==> config.mk <==
export PLATFORM = sky130hd
export DESIGN_NAME = hazard_ctrl_flat
export DESIGN_NICKNAME = d
export VERILOG_FILES = /design/src/rtl/hazard_pkg.sv /design/src/rtl/hazard_if.sv /design/src/rtl/hazard_detect.sv /design/src/rtl/hazard_ctrl.sv /design/src/flat_wrapper.sv
export SDC_FILE = /design/constraint.sdc
export NUM_CORES = 1
export LEC_CHECK = 0
export ABC_AREA = 1
export CAP_MARGIN = 20
export CORE_MARGIN = 3
export CORE_UTILIZATION = 41
export CTS_CLUSTER_SIZE = 16
export DETAILED_ROUTE_END_ITERATION = 10
export HOLD_SLACK_MARGIN = 0.03
export PLACE_DENSITY = 0.86
export SLEW_MARGIN = 20
export SYNTH_ARGS = -nofsm -noshare
export SYNTH_HDL_FRONTEND = slang
export SYNTH_SLANG_ARGS = --single-unit
==> constraint.sdc <==
create_clock -name clk -period 1.7 [get_ports clk]
set_input_delay 0.34 -clock clk [delete_from_list [all_inputs] [get_ports clk]]
set_output_delay 0.34 -clock clk [all_outputs]
set_load 0.05 [all_outputs]
==> src/rtl/hazard_pkg.sv <==
// Shared types for the pipeline hazard controller: FSM state encoding,
// the control-output bundle and helpers that build its standard values.
package hazard_pkg;

   localparam int unsigned REG_W = 5;
   localparam logic [6:0]  OPC_LOAD = 7'b0000011;

   typedef enum logic [1:0] {
      ST_RUN      = 2'd0,
      ST_MEM_WAIT = 2'd1,
      ST_ERROR    = 2'd2
   } state_e;

   typedef struct packed {
      logic pc_write;
      logic ifid_write;
      logic control_sel;
      logic ifid_flush;
      logic idex_flush;
      logic pipe_freeze;
   } ctrl_t;

   function automatic ctrl_t ctrl_default();
      ctrl_t c;
      c             = '0;
      c.pc_write    = 1'b1;
      c.ifid_write  = 1'b1;
      return c;
   endfunction

   // Whole pipeline held while the data memory is busy or failed.
   function automatic ctrl_t ctrl_freeze();
      ctrl_t c;
      c             = '0;
      c.pipe_freeze = 1'b1;
      return c;
   endfunction

   // Normal-flow decision: a taken branch squashes the load-use stall.
   function automatic ctrl_t ctrl_run(input logic branch_taken, input logic load_use);
      ctrl_t c;
      c = ctrl_default();
      if (branch_taken) begin
         c.ifid_flush = 1'b1;
         c.idex_flush = 1'b1;
      end else if (load_use) begin
         c.pc_write    = 1'b0;
         c.ifid_write  = 1'b0;
         c.control_sel = 1'b1;
      end
      return c;
   endfunction

endpackage

==> src/rtl/hazard_if.sv <==
// Pipeline <-> hazard controller signal bundle. The stall_cnt member
// exists only when HAZARD_PERF_EN is defined.
interface hazard_if;
   import hazard_pkg::*;

   logic [REG_W-1:0] id_rs1;
   logic [REG_W-1:0] id_rs2;
   logic [REG_W-1:0] idex_rd;
   logic             idex_memread;
   logic             ex_branch_taken;
   logic             dmem_req;
   logic             dmem_ready;

   logic             pc_write;
   logic             ifid_write;
   logic             control_sel;
   logic             ifid_flush;
   logic             idex_flush;
   logic             pipe_freeze;
   logic             mem_err;
`ifdef HAZARD_PERF_EN
   logic [15:0]      stall_cnt;
`endif

   modport master (
      output id_rs1, id_rs2, idex_rd, idex_memread, ex_branch_taken, dmem_req, dmem_ready,
      input  pc_write, ifid_write, control_sel, ifid_flush, idex_flush, pipe_freeze, mem_err
`ifdef HAZARD_PERF_EN
      , input stall_cnt
`endif
   );

   modport slave (
      input  id_rs1, id_rs2, idex_rd, idex_memread, ex_branch_taken, dmem_req, dmem_ready,
      output pc_write, ifid_write, control_sel, ifid_flush, idex_flush, pipe_freeze, mem_err
`ifdef HAZARD_PERF_EN
      , output stall_cnt
`endif
   );

endinterface

==> src/rtl/hazard_detect.sv <==
// Load-use detector: the load in ID/EX writes a register the IF/ID
// instruction reads; x0 never creates a dependency.
module hazard_detect
   import hazard_pkg::*;
(
   input  logic [REG_W-1:0] rs1,
   input  logic [REG_W-1:0] rs2,
   input  logic [REG_W-1:0] rd,
   input  logic             memread,
   output logic             load_use_c
);

   assign load_use_c = memread && (rd != REG_W'(0)) && ((rd == rs1) || (rd == rs2));

endmodule

==> src/rtl/hazard_ctrl.sv <==
// Pipeline hazard controller: load-use stall, branch flush and data-memory
// wait/timeout. Define HAZARD_PERF_EN to add the stall_cnt perf counter.
module hazard_ctrl
   import hazard_pkg::*;
#(
   parameter int unsigned MEM_TIMEOUT = 16
) (
   input  logic     clk,
   input  logic     rst_n,
   hazard_if.slave  hz
);

   localparam int unsigned CNT_W = $clog2(MEM_TIMEOUT + 1);

   state_e           state, state_nxt;
   logic [CNT_W-1:0] cnt, cnt_nxt;
   ctrl_t            ctl;
   logic             load_use;

   hazard_detect u_detect (
      .rs1        (hz.id_rs1),
      .rs2        (hz.id_rs2),
      .rd         (hz.idex_rd),
      .memread    (hz.idex_memread),
      .load_use_c (load_use)
   );

   always_ff @(posedge clk or negedge rst_n) begin
      if (!rst_n) begin
         state <= ST_RUN;
         cnt   <= '0;
      end else begin
         state <= state_nxt;
         cnt   <= cnt_nxt;
      end
   end

   // Next state, wait counter and Mealy control outputs.
   always_comb begin
      ctl       = ctrl_default();
      state_nxt = state;
      cnt_nxt   = cnt;
      case (state)
         ST_RUN: begin
            if (hz.dmem_req && !hz.dmem_ready) begin
               ctl       = ctrl_freeze();
               state_nxt = ST_MEM_WAIT;
               cnt_nxt   = CNT_W'(1);
            end else begin
               ctl = ctrl_run(hz.ex_branch_taken, load_use);
            end
         end
         ST_MEM_WAIT: begin
            if (!hz.dmem_ready) begin
               ctl = ctrl_freeze();
               if (cnt == CNT_W'(MEM_TIMEOUT - 1)) state_nxt = ST_ERROR;
               if (cnt < CNT_W'(MEM_TIMEOUT)) cnt_nxt = cnt + CNT_W'(1);
            end else begin
               ctl       = ctrl_run(hz.ex_branch_taken, load_use);
               state_nxt = ST_RUN;
               cnt_nxt   = '0;
            end
         end
         ST_ERROR: begin
            ctl = ctrl_freeze();
         end
         default: begin
            state_nxt = ST_RUN;
            cnt_nxt   = '0;
         end
      endcase
      // Outputs fall back to the free-running defaults as soon as reset asserts.
      if (!rst_n) ctl = ctrl_default();
   end

   assign hz.pc_write    = ctl.pc_write;
   assign hz.ifid_write  = ctl.ifid_write;
   assign hz.control_sel = ctl.control_sel;
   assign hz.ifid_flush  = ctl.ifid_flush;
   assign hz.idex_flush  = ctl.idex_flush;
   assign hz.pipe_freeze = ctl.pipe_freeze;
   assign hz.mem_err     = (state == ST_ERROR);

`ifdef HAZARD_PERF_EN
   logic [15:0] stall_q;

   // Saturating count of cycles in which the PC is held.
   always_ff @(posedge clk or negedge rst_n) begin
      if (!rst_n) begin
         stall_q <= '0;
      end else if (!ctl.pc_write && (stall_q != 16'hFFFF)) begin
         stall_q <= stall_q + 16'd1;
      end
   end

   assign hz.stall_cnt = stall_q;
`endif

endmodule

==> src/flat_wrapper.sv <==
// flat-port wrapper written by rule: the top's interface ports become plain ports
module hazard_ctrl_flat import hazard_pkg::*;
#(
   parameter int unsigned MEM_TIMEOUT = 16
)
  (clk, rst_n, hz_id_rs1, hz_id_rs2, hz_idex_rd, hz_idex_memread, hz_ex_branch_taken, hz_dmem_req, hz_dmem_ready, hz_pc_write, hz_ifid_write, hz_control_sel, hz_ifid_flush, hz_idex_flush, hz_pipe_freeze, hz_mem_err);
  hazard_if hz_i ();
  input  logic clk;
  input  logic rst_n;
  input wire logic [$bits(hz_i.id_rs1)-1:0] hz_id_rs1;
  input wire logic [$bits(hz_i.id_rs2)-1:0] hz_id_rs2;
  input wire logic [$bits(hz_i.idex_rd)-1:0] hz_idex_rd;
  input wire logic [$bits(hz_i.idex_memread)-1:0] hz_idex_memread;
  input wire logic [$bits(hz_i.ex_branch_taken)-1:0] hz_ex_branch_taken;
  input wire logic [$bits(hz_i.dmem_req)-1:0] hz_dmem_req;
  input wire logic [$bits(hz_i.dmem_ready)-1:0] hz_dmem_ready;
  output wire logic [$bits(hz_i.pc_write)-1:0] hz_pc_write;
  output wire logic [$bits(hz_i.ifid_write)-1:0] hz_ifid_write;
  output wire logic [$bits(hz_i.control_sel)-1:0] hz_control_sel;
  output wire logic [$bits(hz_i.ifid_flush)-1:0] hz_ifid_flush;
  output wire logic [$bits(hz_i.idex_flush)-1:0] hz_idex_flush;
  output wire logic [$bits(hz_i.pipe_freeze)-1:0] hz_pipe_freeze;
  output wire logic [$bits(hz_i.mem_err)-1:0] hz_mem_err;
  assign hz_i.id_rs1 = hz_id_rs1;
  assign hz_i.id_rs2 = hz_id_rs2;
  assign hz_i.idex_rd = hz_idex_rd;
  assign hz_i.idex_memread = hz_idex_memread;
  assign hz_i.ex_branch_taken = hz_ex_branch_taken;
  assign hz_i.dmem_req = hz_dmem_req;
  assign hz_i.dmem_ready = hz_dmem_ready;
  assign hz_pc_write = hz_i.pc_write;
  assign hz_ifid_write = hz_i.ifid_write;
  assign hz_control_sel = hz_i.control_sel;
  assign hz_ifid_flush = hz_i.ifid_flush;
  assign hz_idex_flush = hz_i.idex_flush;
  assign hz_pipe_freeze = hz_i.pipe_freeze;
  assign hz_mem_err = hz_i.mem_err;
  hazard_ctrl #(.MEM_TIMEOUT(MEM_TIMEOUT)) u_core (.clk(clk), .rst_n(rst_n), .hz(hz_i));
endmodule
==> summary.md <==
| Metric | Value |
|---|---|
| Starting DRC count in detailed routing | 16 |
| Simple-gate share of the synthesized area | 35.2% |
| Worst path required time | 1.36 ns |
| Peak supply drop | 534 uV |
| Input/output buffers | 27 |
| Pwr dens | 381 nW/um^2 |
| Area of the multi-input gates | 464 um^2 |
| Total power | 0.476 mW |
| Syn Std Cell Area | 678 um^2 |
| HPWL Detailed | 1.62 mm |
| Post-synthesis mux area share | 0% |
| GRT Util Overall | 21.3% |
| Worst Setup End Kind | output pin |
| Area Growth Syn to Fin | 83.9% |
| Syn Nets | 139 |
| Clk_lat worst skew | 0.27 ns |
| Crit Path Class | reg -> out |
| Io pins | 28 |
| Worst path arrival time | 1.56 ns |
| RSZ-0062 raised after global routing | true |
| Core Box Area | 1520 um^2 |
| Critical-path cell list | inv_2, nand2_2, o22ai_4, nand2_2, nor2_4, buf_12 |
| Sequential fraction of the synthesis area | 25.8% |
| Die Ht | 46.7 um |
| Post-synth EDFFs | 0 |
| Leakage dissipation | 0.688 nW |
| Die W | 46.7 um |
| Global-route wire length before repair | 3.24 mm |
| Layout Utilization | 81.9% |
| XOR/XNOR Fraction of Synth Area | 3.87% |
| Clk sink count | 7 |
| Yosys warnings | 0 |
| Root Buffer | clkbuf_4 |
| Most common library cells after synthesis | nand2_1, inv_1, nor2_1 |
| Fmax | 525 MHz |
| Worst Hold Class | in -> async |
| Yosys cell types | 20 |
| Ys flop type | dfrtp_1 |
| Vias per cell | 4.93 |
| Relative slew slack | 83.0% |
| Largest family of logic cells by synthesized area | simple AND/OR/NAND/NOR gates |
| Fin cells | 182 |
| Failing checks | setup timing |
| Largest net degree at the start of global routing | 11 |
| Syn Area/Cell | 5.85 um^2 |
| Crit path largest cell delay | 0.42 ns |
| Period utilisation layout | 112% |
| Total of max-cap violations | 0 |
| Synth top area share | 25.8% |
| Post-synthesis adder-cell area fraction | 3.69% |
| Maximum clock path buffer count | 2 |
| DRC viols | 0 |
| Largest fanout on the critical path | 3 |
| Setup slack after layout | -0.205 ns |
| Wire per inst | 13.2 um |
| Core Rows | 14 |
| Net count, final | 190 |
| Synth Instances | 116 |
| Vias in the first global route | 807 |
| Cell with the most instances after synthesis | nand2_1 |
| DR pass1 iterations | 4 |
| Worst-margin pin slew | 0.253 ns |
| Post-synth ARST share | 100% |
| Final Hold Viols | 0 |
| Most frequent CP cell | nand2_2 |
| Die ar. | 2180 um^2 |
| Final setup TNS | -0.743 ns |
| Tmin final | 1.90 ns |
| Share of cells above drive strength 1 | 42.2% |
| CTS Hold Bufs | 0 |
| Total wire length | 2.40 mm |
| Slowest CP cell | dfrtp_1 |
| Leading area contributor after synthesis | dfrtp_1 |
| Final-report max-slew violation count | 0 |
| CTS tree | yes |
| Initial Util | 44.5% |
| Number of diodes | 0 |
| Worst r2r path cells | 9 |
| Initial antenna violation count | 0 |
| Largest cells by area after synthesis | dfrtp_1, nand2_1, inv_1 |
| Via count | 897 |
| Final Setup Violations | 6 |
| Inst Count DP | 168 |
| Run status | complete, but fails checks |
| Worst clock skew | 0.00791 ns |
| CTS buffer count | 3 |
| Global placer's final weighted congestion | 0.770 |
| ANT nets after route | 0 |
| Sequential Area | 176 um^2 |
| Congestion Overflow GR | 0 |
| Placement Setup Slack | -0.381 ns |
| Layout fillers | 95 |
| Clock Pin Slew Worst Setup and Hold Paths | 0.06 ns |
| Startpoint Class | flop |
| H-tree depth | 1 |
| FF+latch count, synth | 7 |
| Complex-gate fraction of the synthesized area | 12.9% |
metal layers:
layer / wire length [um] / vias up / GRT usage (%)
met3: 133 / 4 / 3.13
met5: 0 / - / 0
li1: - / 452 / -
met1: 932 / 411 / 21.1
met2: 1290 / 30 / 40.7
met4: 43 / 0 / 12.7
cell families after synthesis:
logic type,after synthesis
buf+inv,31
simple gates,59
compound gates,14
fa+ha+maj,2
flops,7
xor+xnor,3
final timing paths:
kind,start,endpoint,slack (ns)
hold / removal,rst_n,u_core.state[0],0.26
setup reg to reg,u_core.state[0],u_core.cnt[1],0.07
hold reg to reg,u_core.cnt[0],u_core.cnt[0],0.58
min in group clk,u_core.cnt[0],u_core.cnt[0],0.58
setup / recovery,u_core.state[1],hz_ifid_flush,-0.20
max in group asynchronous,rst_n,u_core.cnt[2],1.31
power by group:
| group | switching, mW | internal, mW |
|---|---|---|
| combinational | 0.0738 | 0.0707 |
| clock | 0.0743 | 0.0904 |
| sequential | 0 | 0.167 |
| total | 0.148 | 0.328 |
through the flow:
stage / cell area (um^2) / hold slack (ns)
3_5_place_dp: 1130 / 0.571
5_1_grt: 1250 / 0.274
4_1_cts: 1200 / 0.219
6_report: 1250 / 0.259
3_3_place_gp: 1130 / 0.550
2_1_floorplan: 704 / 0.0444
critical path, delay by kind of cell, from the launching register on:
family                 cells  cell delay [ns]
and+or+nand+nor            3             0.42
buffers and inverters      2             0.26
DFF                        1             0.42
AOI/OAI and AO/OA          1             0.19
timing repair:
item                       4_1_cts  5_1_grt
gates resized for setup         47       29
buffers inserted                 5        5
pin swaps                       13       20
setup endpoints to repair        6        7
flip-flops by register name (all words and copies together) (netlist names):
| signal | cells |
|---|---|
| u_core.state | 2 |
| u_core.cnt | 5 |
layout by cell type, fill, tap and decap left out, types with 3 or more instances in the layout:
master         instances
nand2_1               28
inv_2                  6
nor2_2                 4
inv_1                 22
buf_2                  4
buf_4                 20
o21ai_0                7
dfrtp_1                6
nand3_1                6
nor2_1                 8
dlygate4sd2_1          5
buf_6                  3
nand2_2                5
buf_12                 7
nor2_4                 3
clkbuf_4               3
clkbuf_2               7
final cells by class:
type / instances / share of cell area, %
multi-input cells: 78 / 37.2
repair buffers: 49 / 36.5
flip-flops and latches: 7 / 14.1
inverters: 28 / 8.43
clock buffers: 4 / 2.11
well taps: 16 / 1.60
No activity file was read; power rests on OpenSTA's default activity.
